### config.mk
export PLATFORM = sky130hd
export DESIGN_NAME = cdb_writeback_arbiter
export DESIGN_NICKNAME = d
export VERILOG_FILES = /design/src/rtl/wb_pkg.sv /design/src/rtl/wb_src_fifo.sv /design/src/rtl/cdb_writeback_arbiter.sv
export SDC_FILE = /design/constraint.sdc
export NUM_CORES = 1
export LEC_CHECK = 0
export ABC_AREA = 1
export ABC_CLOCK_PERIOD_IN_PS = 4960
export CELL_PAD_IN_SITES_DETAIL_PLACEMENT = 0
export CELL_PAD_IN_SITES_GLOBAL_PLACEMENT = 2
export CORE_UTILIZATION = 31
export DETAILED_ROUTE_END_ITERATION = 6
export HOLD_SLACK_MARGIN = 0.05
export PLACE_DENSITY_LB_ADDON = 0.1
export SYNTH_ARGS = -nofsm -noshare
export SYNTH_HDL_FRONTEND = slang
export SYNTH_SLANG_ARGS = --single-unit
### constraint.sdc
create_clock -name clk -period 4.96 [get_ports clk]
set_clock_uncertainty 0.2 [all_clocks]
set_input_delay 1.488 -clock clk [delete_from_list [all_inputs] [get_ports clk]]
set_output_delay 1.488 -clock clk [all_outputs]
set_load 0.05 [all_outputs]
### src/rtl/wb_pkg.sv
// ---------------------------------------------------------------------------
// wb_pkg
// Shared types and helpers for the CDB writeback arbiter.
//   DEF_NUM_SRC / DEF_NUM_CDB / DEF_QDEPTH : default geometry of the top level
//   XLEN / PR_BITS / ROB_BITS              : field widths of one writeback result
//   wb_entry_t                             : one buffered result {data, phys, rob_idx}
//   next_rr()                              : cyclic successor of a source index
// ---------------------------------------------------------------------------
package wb_pkg;

    localparam int DEF_NUM_SRC = 3;
    localparam int DEF_NUM_CDB = 2;
    localparam int DEF_QDEPTH  = 2;
    localparam int XLEN        = 32;
    localparam int PR_BITS     = 6;
    localparam int ROB_BITS    = 4;

    typedef struct packed {
        logic [XLEN-1:0]     data;
        logic [PR_BITS-1:0]  phys;
        logic [ROB_BITS-1:0] rob_idx;
    } wb_entry_t;

    // Index following idx when scanning num_src sources cyclically.
    function automatic int next_rr(input int idx, input int num_src);
        return (idx + 1 >= num_src) ? 0 : idx + 1;
    endfunction

endpackage

### src/rtl/wb_src_fifo.sv
// ---------------------------------------------------------------------------
// wb_src_fifo
// Per-source result queue of QDEPTH wb_entry_t entries (QDEPTH need not be a
// power of two). Push is ignored when full or during flush; pop is ignored
// when empty. Flush empties the queue at the clock edge.
//   clk, rst_n  : clock, asynchronous active-low reset
//   i_push      : write i_entry at the tail
//   i_pop       : drop the head entry
//   i_flush     : discard all entries (wins over push/pop)
//   i_entry     : entry to write
//   o_head      : current head entry (valid when !o_empty)
//   o_count     : number of stored entries
//   o_full      : o_count == QDEPTH
//   o_empty     : o_count == 0
// ---------------------------------------------------------------------------
module wb_src_fifo
    import wb_pkg::*;
#(
    parameter int QDEPTH = DEF_QDEPTH
) (
    input  logic                        clk,
    input  logic                        rst_n,
    input  logic                        i_push,
    input  logic                        i_pop,
    input  logic                        i_flush,
    input  wb_entry_t                   i_entry,
    output wb_entry_t                   o_head,
    output logic [$clog2(QDEPTH+1)-1:0] o_count,
    output logic                        o_full,
    output logic                        o_empty
);

    localparam int CW = $clog2(QDEPTH + 1);
    localparam int PW = (QDEPTH > 1) ? $clog2(QDEPTH) : 1;

    wb_entry_t         r_mem [QDEPTH];
    logic [PW-1:0]     r_wr_ptr;
    logic [PW-1:0]     r_rd_ptr;
    logic [CW-1:0]     r_count;
    logic              w_push;
    logic              w_pop;

    function automatic logic [PW-1:0] ptr_inc(input logic [PW-1:0] ptr);
        return (ptr == PW'(QDEPTH - 1)) ? '0 : ptr + PW'(1);
    endfunction

    assign o_full  = (r_count == CW'(QDEPTH));
    assign o_empty = (r_count == '0);
    assign o_count = r_count;
    assign o_head  = r_mem[r_rd_ptr];

    assign w_push = i_push && !o_full && !i_flush;
    assign w_pop  = i_pop && !o_empty && !i_flush;

    // NOTE: sequential state uses non-blocking assignments so every flop
    // samples the pre-edge values, independent of statement order.
    always_ff @(posedge clk or negedge rst_n) begin
        if (!rst_n) begin
            r_wr_ptr <= '0;
            r_rd_ptr <= '0;
            r_count  <= '0;
        end else if (i_flush) begin
            r_wr_ptr <= '0;
            r_rd_ptr <= '0;
            r_count  <= '0;
        end else begin
            if (w_push) r_wr_ptr <= ptr_inc(r_wr_ptr);
            if (w_pop)  r_rd_ptr <= ptr_inc(r_rd_ptr);
            case ({w_push, w_pop})
                2'b10:   r_count <= r_count + CW'(1);
                2'b01:   r_count <= r_count - CW'(1);
                default: r_count <= r_count;
            endcase
        end
    end

    // NOTE: the storage array has no reset; occupancy is tracked by r_count,
    // so stale contents are never observed and the RAM stays reset-free.
    always_ff @(posedge clk) begin
        if (w_push) r_mem[r_wr_ptr] <= i_entry;
    end

endmodule

### src/rtl/cdb_writeback_arbiter.sv
// ---------------------------------------------------------------------------
// cdb_writeback_arbiter
// Buffers results from NUM_SRC execution units (one wb_src_fifo each) and
// broadcasts up to NUM_CDB of them per cycle on the common data bus. Grants
// are round-robin from r_rr_ptr; the j-th grant in scan order drives port j.
// Results are never dropped: a full queue deasserts src_ready.
// Optional feature macro: CDB_PERF_EN -- per-source saturating backpressure
// counters on stall_cnt; without it stall_cnt is tied to zero.
//   clk, rst_n            : clock, asynchronous active-low reset
//   flush                 : discard all queued results at the edge
//   src_valid/src_ready   : per-source push handshake
//   src_data/phys/rob_idx : per-source result fields
//   prf_we/waddr/wdata    : PRF write port per CDB lane (x0 writes suppressed)
//   rs_wakeup_valid/phys  : RS wakeup per CDB lane
//   rob_wb_en/idx         : ROB completion per CDB lane
//   stall_cnt             : per-source backpressure cycle counters
// ---------------------------------------------------------------------------
module cdb_writeback_arbiter
    import wb_pkg::*;
#(
    parameter int NUM_SRC = DEF_NUM_SRC,
    parameter int NUM_CDB = DEF_NUM_CDB,
    parameter int QDEPTH  = DEF_QDEPTH
) (
    input  logic                               clk,
    input  logic                               rst_n,
    input  logic                               flush,
    input  logic [NUM_SRC-1:0]                 src_valid,
    output logic [NUM_SRC-1:0]                 src_ready,
    input  logic [NUM_SRC-1:0][XLEN-1:0]       src_data,
    input  logic [NUM_SRC-1:0][PR_BITS-1:0]    src_phys,
    input  logic [NUM_SRC-1:0][ROB_BITS-1:0]   src_rob_idx,
    output logic [NUM_CDB-1:0]                 prf_we,
    output logic [NUM_CDB-1:0][PR_BITS-1:0]    prf_waddr,
    output logic [NUM_CDB-1:0][XLEN-1:0]       prf_wdata,
    output logic [NUM_CDB-1:0]                 rs_wakeup_valid,
    output logic [NUM_CDB-1:0][PR_BITS-1:0]    rs_wakeup_phys,
    output logic [NUM_CDB-1:0]                 rob_wb_en,
    output logic [NUM_CDB-1:0][ROB_BITS-1:0]   rob_wb_idx,
    output logic [NUM_SRC-1:0][31:0]           stall_cnt
);

    localparam int RRW = $clog2(NUM_SRC);
    localparam int CW  = $clog2(QDEPTH + 1);

    logic [RRW-1:0]     r_rr_ptr;
    wb_entry_t          w_head  [NUM_SRC];
    logic [CW-1:0]      w_count [NUM_SRC];
    logic [NUM_SRC-1:0] w_full;
    logic [NUM_SRC-1:0] w_empty;
    logic [NUM_SRC-1:0] w_push;
    logic [NUM_SRC-1:0] w_pop;
    logic               w_any_grant;
    logic [RRW-1:0]     w_last_grant;
    int                 w_scan_idx;
    int                 w_n_grant;

    // Ready comes from registered occupancy only; a same-cycle pop does not
    // open a slot, which keeps src_ready off the arbiter's combinational path.
    assign src_ready = ~w_full;
    assign w_push    = src_valid & src_ready;

    for (genvar g = 0; g < NUM_SRC; g++) begin : g_src
        wb_src_fifo #(.QDEPTH(QDEPTH)) u_fifo (
            .clk     (clk),
            .rst_n   (rst_n),
            .i_push  (w_push[g]),
            .i_pop   (w_pop[g]),
            .i_flush (flush),
            .i_entry ('{data: src_data[g], phys: src_phys[g], rob_idx: src_rob_idx[g]}),
            .o_head  (w_head[g]),
            .o_count (w_count[g]),
            .o_full  (w_full[g]),
            .o_empty (w_empty[g])
        );
    end

    // Cyclic scan from r_rr_ptr; the first NUM_CDB non-empty queues win and
    // are packed onto ports 0..n-1 in scan order.
    // NOTE: every output of this block gets a default first so no path can
    // leave a value held, which would infer a latch.
    always_comb begin
        w_pop           = '0;
        prf_we          = '0;
        prf_waddr       = '0;
        prf_wdata       = '0;
        rs_wakeup_valid = '0;
        rs_wakeup_phys  = '0;
        rob_wb_en       = '0;
        rob_wb_idx      = '0;
        w_any_grant     = 1'b0;
        w_last_grant    = r_rr_ptr;
        w_n_grant       = 0;
        w_scan_idx      = 0;
        for (int k = 0; k < NUM_SRC; k++) begin
            w_scan_idx = int'(r_rr_ptr) + k;
            if (w_scan_idx >= NUM_SRC) w_scan_idx = w_scan_idx - NUM_SRC;
            if (!w_empty[w_scan_idx] && (w_n_grant < NUM_CDB)) begin
                w_pop[w_scan_idx]          = 1'b1;
                prf_we[w_n_grant]          = (w_head[w_scan_idx].phys != '0);
                prf_waddr[w_n_grant]       = w_head[w_scan_idx].phys;
                prf_wdata[w_n_grant]       = w_head[w_scan_idx].data;
                rs_wakeup_valid[w_n_grant] = 1'b1;
                rs_wakeup_phys[w_n_grant]  = w_head[w_scan_idx].phys;
                rob_wb_en[w_n_grant]       = 1'b1;
                rob_wb_idx[w_n_grant]      = w_head[w_scan_idx].rob_idx;
                w_last_grant               = RRW'(w_scan_idx);
                w_any_grant                = 1'b1;
                w_n_grant                  = w_n_grant + 1;
            end
        end
    end

    // Pointer moves past the last winner, which bounds any queue's wait to
    // ceil(NUM_SRC/NUM_CDB) cycles. A flush cycle leaves it where it was.
    always_ff @(posedge clk or negedge rst_n) begin
        if (!rst_n) begin
            r_rr_ptr <= '0;
        end else if (w_any_grant && !flush) begin
            r_rr_ptr <= RRW'(next_rr(int'(w_last_grant), NUM_SRC));
        end
    end

`ifdef CDB_PERF_EN
    logic [NUM_SRC-1:0][31:0] r_stall_cnt;

    // Saturating; survives flush so stalls can be profiled across mispredicts.
    always_ff @(posedge clk or negedge rst_n) begin
        if (!rst_n) begin
            r_stall_cnt <= '0;
        end else begin
            for (int i = 0; i < NUM_SRC; i++) begin
                if (src_valid[i] && !src_ready[i] && (r_stall_cnt[i] != 32'hFFFF_FFFF))
                    r_stall_cnt[i] <= r_stall_cnt[i] + 32'd1;
            end
        end
    end

    assign stall_cnt = r_stall_cnt;
`else
    assign stall_cnt = '0;
`endif

endmodule
Word level (Yosys, flattened, before mapping) --
Memories as Yosys holds them, arrays and structs flattened. Cells that the tools add are included.
Cells by class: $add $sub $neg 19, $lt $le $gt $ge 19, eq/ne operators 9, multiplexer cells 107, bitwise logic cells 9, reductions and logical operators 44
Operator list (number):
- 42-bit binary-select mux with 2-bit select | 3
- 42-bit two-way mux | 6
- 32-bit two-way mux | 7
- 32-bit by 1-bit greater-or-equal comparator with 1-bit output (second input constant) | 5
- 64-bit bitwise mux | 2
- 32-bit by 3-bit less-than comparator with 1-bit output (second input constant) | 4
- 64-bit two-way mux | 2
- 32-bit by 3-bit greater-or-equal comparator with 1-bit output (second input constant) | 3
- 32-bit by 4-bit less-than comparator with 1-bit output (second input constant) | 3
- 32-bit inverter | 3
- 32-bit demux with 1-bit select | 2
- 1-bit two-way mux | 40
- 32-bit by 2-bit adder with 32-bit output (second input constant) | 1
- 12-bit bitwise mux | 2
- 12-bit two-way mux | 2
- 2-bit two-way mux | 11
- 1-bit logical AND | 20
- 6-bit two-way mux | 3
- 6-bit nonzero test | 3
- 8-bit bitwise mux | 2
- 8-bit two-way mux | 2
- 6-bit demux with 1-bit select | 2
- 2-bit == test (second input constant) | 6
- 4-bit two-way mux | 3
- other kinds (26) | 70
Word-level totals: bits in registers 14, RAM bits 252, input bits 132, output and inout port bits 201, logic and storage cells 220, memories 3
Memories:
- g_src[0].u_fifo.r_mem | words 2, width 42, rd ports 1, clocked after Yosys merged registers in 0, wr ports 1, RTL line wb_src_fifo.sv:36 | wb_entry_t r_mem [QDEPTH];
- g_src[1].u_fifo.r_mem | words 2, width 42, rd ports 1, clocked after Yosys merged registers in 0, wr ports 1, RTL line wb_src_fifo.sv:36
- g_src[2].u_fifo.r_mem | words 2, width 42, rd ports 1, clocked after Yosys merged registers in 0, wr ports 1, RTL line wb_src_fifo.sv:36

Depth between registers and ports, before layout --
Gate-level depths: netlist of run 1.
word-level depth 17, mapped depth 22, mapped depth without buffers 18

Hierarchy --
From an unflattened synthesis of run 1, not the netlist that was laid out.
Unflattened totals: cell total of the unflattened synthesis 1769, area total of the unflattened synthesis 15234.6 um2
Modules (own cells, without submodules):
- wb_src_fifo | times used 3, cells each 262, area each 3334.4 um2, seq. area each 2622.5 um2
- cdb_writeback_arbiter | times used 1, cells each 983, area each 5231.3 um2, seq. area each 50.0 um2

Worst setup path after synthesis of run 1 --
OpenSTA, ideal clock, no wires.
path kind reg-to-output, from reg r_rr_ptr[1], to out rs_wakeup_phys[2] in the netlist's numbering, data arrival time 3355 ps, data required time 3272 ps, slack -83 ps, cell stages (with the launch flop) 22, path buffers 5, path through dfrtp_1 -> inv_1 -> ha_1 -> buf_6 -> inv_4 -> buf_6 -> nand2_2 -> nand2_2 -> nand2_4 -> nand2_8 -> inv_6 -> buf_2 -> ha_1 -> nor2_4 -> nand2_2 -> inv_2 -> nand2_2 -> buf_6 -> nand2_1 -> a21oi_1 -> a21oi_1 -> buf_4
RTL lines:
- start: declaration | RTL line cdb_writeback_arbiter.sv:46 | logic [RRW-1:0] r_rr_ptr;
- start signal: assignment | RTL line cdb_writeback_arbiter.sv:120 | r_rr_ptr <= RRW'(next_rr(int'(w_last_grant), NUM_SRC));
- end: declaration | RTL line cdb_writeback_arbiter.sv:37 | output logic [NUM_CDB-1:0][PR_BITS-1:0] rs_wakeup_phys,

==> results.md, run 1 <==
- Core Rows: 80
- Skew-Pair Late Insertion Delay: 570 ps
- Post-synthesis async set-or-reset flop share: 0.05263
- H-Tree Depth: 1
- Hold WC Path Type: flop to flop
- Syn Area/Cell: 9.065 sq um
- Met2 Wirelength: 28530 um
- Netlist cell types: 37
- Clock Tree Buf Depth: 3
- Register area share after synthesis: 0.5202
- WL met3: 2094 um
- Total CTS buffers: 31
- DRT Pass-1 Iters: 5
- Crit Path Max Fanout: 9
- Post-Synth XOR/XNOR Area: 0.001151
- Routed wire length: 55600 um
- Layout cells sized above 1: 0.1748
- Final min period: 4868 ps
- Fin crit share: 0.9815
- Status: finished, final reports clean
- Max Used Layer: met4
- Synth Area in Adders: 0.005755
- Buf/Inv on CP: 7
- Vias in the first global route: 12240
- Die ar.: 0.04999 sq mm
- WP data required: 3270 ps
- Area Growth Syn to Fin: 33.48%
- Final setup viols: 0
- Final std cells w/o fill: 2539
- Register area: 0.007923 sq mm
- Slowest stage delay, CP: 450 ps
- Worst setup SP type: flop
- Hold buffers post-CTS: 0
- Fillers: 4636
- DRT met1 WL: 22840 um
- Crit end category: primary output
- Grt ovf: 0
- Crit Path Class: flop to primary output
- Die Ht: 223.6 um
- Max-Cap Viols: 0
- Total GRT Usage: 0.2152
- Post-DRT Antenna Nets: 0
- Simple-Gate Fraction of Synth Area: 0.2112
- Max-slew violation count: 0
- Reg clk slew, reported paths: 70 ps
- Post-DR vias/cell: 4.933
- Via count: 12530
- #FFs+latches synth: 266
- Port bufs: 236
- Post-synth EDFFs: 252
- Root buf cell: clkbuf_16
- I/O Pins: 333
- Worst-margin pin slew: 882.9 ps
- CP cell instances: ha_4 > clkinv_2 > nand2_1 > nand2_2 > nand2_4 > nand2_8 > inv_2 > ha_4 > nor2_4 > nand2_4 > clkinv_4 > buf_12 > nand2_4 > clkbuf_16 > nand3_1 > o21ai_1 > inv_1 > buf_12
- Relative slew slack: 0.4052
- Placed cell count: 2456
- Core ar.: 0.04805 sq mm
- Main synth FF type: edfxtp_1
- Area of the multi-input gates: 0.006274 sq mm
- Most frequent CP cell: nand2_4
- First-pass GRT wire length: 78810 um
- WL per Instance: 21.90 um
- Cells after Synth: 1679
- Die Width: 223.6 um
- Starting Density: 0.3168
- Final RePlAce weighted congestion: 0.8733
- FMAX: 205.4 MHz
- CTS tree: done
- CP Data Arrival Time: 3180 ps
- TritonCTS Sinks: 266
- Main combinational cell family by area after synthesis: simple AND/OR/NAND/NOR gates
- Nets: 2039
- Complex-gate fraction of the synthesized area: 0.1093
- Delay-heaviest family, CP: buffers and inverters
- Mapped Area: 0.01522 sq mm
- Mux cell area share after synthesis: 0.04078
- Final hold vios: 0
- DRT iter0 DRCs: 874
- Syn. warnings: 0
- Largest net degree at the start of global routing: 70
- Crit-path slowest cell: dfrtp_2
- # DRC: 0
- Initial antenna violation count: 3
- DP Wirelength: 38830 um
## through the flow
stage / hold slack, ps / setup slack, ps / TNS, ps / utilization / instance area (sq um)
6_report: 385.3 / 91.52 / 0 / 0.4228 / 20320
4_1_cts: 388.5 / -14.14 / -48.09 / 0.4139 / 19890
3_3_place_gp: 355.8 / 208.7 / 0 / 0.3904 / 18760
2_1_floorplan: 280.4 / 79.86 / 0 / - / 15580
3_5_place_dp: 371.0 / 175.9 / 0 / 0.3904 / 18760
5_1_grt: 420.1 / -32.12 / -241.8 / 0.4228 / 20310
## per-layer routing
| metal | vias up | global-route usage |
|---|---|---|
| li1 | 5988 | - |
| met5 | - | 0 |
| met1 | 6083 | 0.2570 |
| met4 | 0 | 0.08175 |
| met3 | 89 | 0.02505 |
| met2 | 366 | 0.3939 |
## kinds of logic after synthesis
family | Yosys count
AOI/OAI and AO/OA | 297
xor gates and xnor gates | 2
adders and majority gates | 7
buffers and inverters | 287
DFF | 266
muxes | 62
other | 1
and+or+nand+nor | 757
## cell type report
type | count | area share
Antenna cell | 2 | 0.0002464
Clock buffer | 38 | 0.03948
Clock inverter | 17 | 0.005235
Inverter | 77 | 0.01564
Multi-Input combinational cell | 1224 | 0.3088
Sequential cell | 266 | 0.3900
Tap cell | 615 | 0.03788
Timing Repair Buffer | 299 | 0.2023
Timing Repair inverter | 1 | 0.0004311
## sequential cells by signal (all words and copies together) (netlist names)
| name | count |
|---|---|
| g_src.u_fifo.o_count | 6 |
| g_src.u_fifo.r_mem | 252 |
| g_src.u_fifo.r_rd_ptr | 3 |
| g_src.u_fifo.r_wr_ptr | 3 |
| r_rr_ptr | 2 |
## layout by cell type, fill, tap and decap left out, drive strengths merged
cell type      Yosys  final
clkbuf            28     43
a22o               4      4
mux2i             62     62
bufinv             0      1
dfrtp             14     14
a21oi             34     34
nor2              46     47
nand4              3      3
clkinvlp           0      3
edfxtp           252    252
and2               7      7
inv               77     76
o21ai            201    201
nand3            126    126
clkdlybuf4s50      0    134
buf              182    160
ha                 7      7
nand2            550    552
o22ai             19     19
o211ai            37     37
xor2               2      2
o21bai             2      2
diode              0      2
or2               25     25
conb               1     96
clkinv             0     15
## worst paths after layout
| check | startpoint | to | slack (ps) | cells after the start |
|---|---|---|---|---|
| worst max-delay path | r_rr_ptr[1] | prf_wdata[30] | 90 | 18 |
| worst min-delay path | g_src[2].u_fifo.r_wr_ptr | g_src[2].u_fifo.r_wr_ptr | 390 | 1 |
| worst max register to register | r_rr_ptr[1] | g_src[2].u_fifo.o_count[1] | 2240 | 17 |
| worst min register to register | g_src[2].u_fifo.r_wr_ptr | g_src[2].u_fifo.r_wr_ptr | 390 | 1 |
| max in group asynchronous | rst_n | g_src[2].u_fifo.r_rd_ptr | 2760 | 1 |
| min in group asynchronous | rst_n | g_src[2].u_fifo.o_count[1] | 1210 | 1 |
## timing repair
item	in CTS	in global routing
buffers inserted	6	11
setup endpoints to repair	100	98
pin swaps	4	5
gates resized for setup	48	43
gates cloned	1	8
## synth_stat cells (11+ instances only)
cell | n | area, sq um
o21ai_2 | 11 | 96.34
buf_6 | 16 | 180.2
nor2_1 | 39 | 146.4
or2_2 | 25 | 156.4
nand3_1 | 122 | 610.6
buf_1 | 14 | 52.55
o21ai_1 | 63 | 315.3
inv_1 | 65 | 244.0
buf_2 | 33 | 165.2
o21ai_0 | 127 | 635.6
buf_4 | 119 | 893.4
clkbuf_1 | 27 | 101.4
edfxtp_1 | 252 | 7567
mux2i_1 | 62 | 620.6
dfrtp_1 | 14 | 350.3
nand2_1 | 537 | 2016
o211ai_1 | 37 | 277.8
a21oi_1 | 34 | 170.2
o22ai_1 | 19 | 118.9
Power of run 1 is not shown: default switching activity piles up to over one toggle a cycle in this logic, so the estimate is an artifact.
==> run 2, diff against run 1 <==
--- a/config.mk
+++ b/config.mk
@@ -10,6 +10,7 @@
 export CELL_PAD_IN_SITES_DETAIL_PLACEMENT = 0
 export CELL_PAD_IN_SITES_GLOBAL_PLACEMENT = 2
 export CORE_UTILIZATION = 31
+export CTS_CLUSTER_DIAMETER = 120
 export DETAILED_ROUTE_END_ITERATION = 6
 export HOLD_SLACK_MARGIN = 0.05
 export PLACE_DENSITY_LB_ADDON = 0.1
==> run 2 against run 1 <==
Effect of this change:
- global-route usage grew 0.23 points
- critical path depth is the same
- die area is the same
- first-iteration DRC count grew 3.4%
- final cell count shrank 0.43%
- sequential share of layout area grew 0.38 points
- core utilization shrank 0.41 points
- non-clock buffer count shrank 8
- register-to-register slack lost 70 ps
- largest cell class unchanged
==> results.md, run 2 (synthesis results as in run 1) <==
- FMAX: 206.0 MHz
- DRT iter0 DRCs: 904
- WL met3: 2042 um
- Starting Density: 0.3168
- Worst setup SP type: flop
- Fin crit share: 0.9789
- Final std cells w/o fill: 2528
- Max-Cap Viols: 0
- Clock Tree Buf Depth: 3
- Relative slew slack: 0.3762
- Max reg flops: 252
- Total GRT Usage: 0.2175
- # DRC: 0
- Die Ht: 223.6 um
- Met2 Wirelength: 28070 um
- Area Growth Syn to Fin: 32.18%
- Vias in the first global route: 12290
- Status: finished, final reports clean
- Hold WC Path Type: flop to flop
- Core Rows: 80
- Most frequent cells in the layout: 519 x nand2_1, 252 x edfxtp_1, 134 x clkdlybuf4s50_1
- Placed cell count: 2456
- Hold path depth: 1
- I/O Pins: 333
- RSZ-0062 raised after global routing: yes
- Final min period: 4855 ps
- Routed wire length: 54590 um
- Layout cells sized above 1: 0.1679
- Final hold vios: 0
- Reg clk slew, reported paths: 70 ps
- Core ar.: 0.04805 sq mm
- Via count: 12400
- H-Tree Depth: 1
- CTS tree: done
- Max Used Layer: met4
- Skew-Pair Late Insertion Delay: 580 ps
- Final setup viols: 0
- FF-to-FF path depth: 17
- WP data required: 3270 ps
- Port bufs: 236
- Crit end category: primary output
- Hold buffers post-CTS: 0
- Die Width: 223.6 um
- Die ar.: 0.04999 sq mm
- CP Data Arrival Time: 3170 ps
- Hold path startpoint: g_src[1].u_fifo.r_wr_ptr
- Endpoint, Worst Hold: g_src[1].u_fifo.r_wr_ptr
- Worst R2R End: g_src[2].u_fifo.o_count[1]
- Root buf cell: clkbuf_16
- Top reg by flops: g_src.u_fifo.r_mem
- DRT Pass-1 Iters: 5
- WL per Instance: 21.59 um
- First-pass GRT wire length: 79710 um
- Crit Path Max Fanout: 19
- Max-slew violation count: 0
- Nets: 2029
- Crit Path Class: flop to primary output
- TritonCTS Sinks: 266
- Worst-margin pin slew: 925.9 ps
- Final RePlAce weighted congestion: 0.8733
- Initial antenna violation count: 2
- Post-DRT Antenna Nets: 0
- Largest net degree at the start of global routing: 70
- Grt ovf: 0
- R2R setup slack: 2170 ps
- Post-DR vias/cell: 4.904
- DRT met1 WL: 22330 um
- Total CTS buffers: 31
- Commonest non-fill, non-tap cell in the layout: nand2_1
- RR Startpoint: r_rr_ptr[1]
- DP Wirelength: 38830 um
-- run 2: metal layers --
layer / global-route usage / vias up
met5: 0 / -
met3: 0.02348 / 82
met2: 0.3999 / 352
met4: 0.07844 / 0
met1: 0.2610 / 6010
li1: - / 5953
-- run 2: cell type report --
type | count | area [sq um]
clock inverters | 16 | 127.6
multi-input cells | 1223 | 6206
inverters | 77 | 314.1
well taps | 615 | 769.5
diodes | 1 | 2.502
clock buffers | 39 | 805.8
flip-flops and latches | 266 | 7923
repair buffers | 291 | 3970
fillers | 4652 | 27930
-- run 2: through the flow --
step / setup TNS [ps] / util / hold WS (ps) / setup slack, ps / area, sq um
after global placement: 0 / 0.3904 / 355.8 / 208.7 / 18760
after floorplan: 0 / - / 280.4 / 79.86 / 15580
final: 0 / 0.4187 / 383.6 / 104.6 / 20120
after detailed placement: 0 / 0.3904 / 371.0 / 175.9 / 18760
after global routing: -199.6 / 0.4187 / 419.6 / -31.36 / 20120
after CTS: -49.16 / 0.4158 / 387.4 / -10.96 / 19980
-- run 2: worst max path at each step --
stage | startpoint | depth (start not counted) | end | slack (ps)
finish | r_rr_ptr[1] | 18 | prf_wdata[44] | 100
global route | r_rr_ptr[1] | 17 | prf_wdata[9] | -30
CTS | r_rr_ptr[0] | 15 | prf_wdata[52] | -10
detailed placement | r_rr_ptr[0] | 16 | prf_wdata[0] | 180
global placement | r_rr_ptr[0] | 16 | prf_wdata[0] | 210
floorplan | r_rr_ptr[1] | 22 | rs_wakeup_phys[6] | 80
-- run 2: repair_timing --
item	in CTS	in global routing
hold endpoints to repair	0	0
setup endpoints to repair	100	93
pin swaps	5	4
setup buffers	10	3
resized for setup	42	33
gates cloned	3	0
-- run 2: critical path: stages (launching register included) --
cell      delay (ps)
dfrtp_2          460
ha_4             330
clkinv_2          70
nand2_1           70
nand2_2           70
nand2_4          100
nand2_8           60
inv_2             70
ha_2             200
nor2_4            40
nand2_2          120
inv_4             70
nand2_4          110
nand3_2          100
clkinv_4         130
buf_12           170
nand2_1           60
nand2_1          150
buf_12           160
Power of run 2 is left out for the same reason.
==> variant: new RTL, settings of run 1 <==
Add a define of `CDB_PERF_EN`.
--- a/src/rtl/cdb_writeback_arbiter.sv
+++ b/src/rtl/cdb_writeback_arbiter.sv
@@ -15,6 +15,8 @@
 //   rob_wb_en/idx         : ROB completion per CDB lane
 //   stall_cnt             : per-source backpressure cycle counters
 // ---------------------------------------------------------------------------
+`define CDB_PERF_EN
+
 module cdb_writeback_arbiter
     import wb_pkg::*;
 #(
Behaviour: not the same (a bounded check fails within 4 cycles, from zero or initial values and one cycle with rst_n low).
==> variant against run 1 <==
  * Sequential cell count rose by 96
  * Register-to-register slack worse by 0.10 ns
  * Setup slack worse by 0.032 ns
  * First-iteration DRC count is 39% higher
  * Area after synthesis is 31% higher
  * Wire length rose by 40%
  * Critical path type unchanged
  * Critical path depth decreased by 2
  * Cell area is 34% higher
  * Final cell count is 44% higher
  * Highest routed layer is now met5
  * Via count up 43%
Power is not shown: default switching activity piles up to over one toggle a cycle in this logic, so the estimate is an artifact.
==> variant: results (changes against run 1) <==
| Metric | Value |
|---|---|
| Status | `completed (unchanged)` |
| Post-Syn Instances | `2,452 (was 1,679)` |
| Count of non-CTS inverters in the layout | `197 (was 78)` |
| Layout cells sized above 1 | `11.8% (was 17.5%)` |
| Fillers | `6,215 (was 4,636)` |
| Reg2Reg Depth | `16 (was 17)` |
| Buffers excl. clock | `405 (was 299)` |
| Final WL | `77.9 mm (was 55.6 mm)` |
| WL met2 | `36.4 mm (was 28.5 mm)` |
| HP Start | `stall_cnt[77]$_DFFE_PN0P_ (was g_src[2].u_fifo.r_wr_ptr$_DFFE_PN0P_)` |
| XOR/XNOR share of the synthesized area | `3.60% (was 0.115%)` |
| Final nets | `2,920 (was 2,039)` |
| Met1 Use GR | `29.3% (was 25.7%)` |
| Vias in the first global route | `17.3k (was 12.2k)` |
| Adder-cell area share of the yosys netlist | `0.626% (was 0.575%)` |
| HPWL Detailed | `55.2 mm (was 38.8 mm)` |
| Register area share after synthesis | `51.7% (was 52.0%)` |
| Fin crit share | `98.8% (was 98.2%)` |
| Dpl cells | `3,551 (was 2,456)` |
| Worst R2R Setup Slack | `2.14 ns (was 2.24 ns)` |
| Reg area | `10,300 sq um (was 7920 sq um)` |
| GR Layer Usage met3 | `5.48% (was 2.51%)` |
| Crit path max fanout | `7 (was 9)` |
| WP data arrival | `3.21 ns (was 3.18 ns)` |
| Top Layer Used | `met5 (was met4)` |
| Post-DR vias/cell | `4.91 (was 4.93)` |
variant: cell types whose count changed after synthesis, moves of 24 or more:
cell,run 1,this run
buf_4,119,33
clkbuf_1,27,51
dfrtp_1,14,110
inv_1,65,183
mux2i_1,62,2
nand2_1,537,954
nand3_1,122,96
nor2_1,39,159
nor3_1,0,37
o211ai_1,37,69
o21ai_0,127,173
o21ai_1,63,29
xnor2_1,0,24
xor2_1,2,58
variant: worst min path at each step:
stage | cells after the start | end | slack (ns)
floorplan | 1 | g_src[1].u_fifo.r_wr_ptr$_DFFE_PN0P_ | 0.28
global route | 1 | stall_cnt[73]$_DFFE_PN0P_ | 0.33
finish | 1 | stall_cnt[77]$_DFFE_PN0P_ | 0.31
CTS | 1 | stall_cnt[78]$_DFFE_PN0P_ | 0.32
global placement | 1 | stall_cnt[78]$_DFFE_PN0P_ | 0.31
detailed placement | 1 | stall_cnt[77]$_DFFE_PN0P_ | 0.31
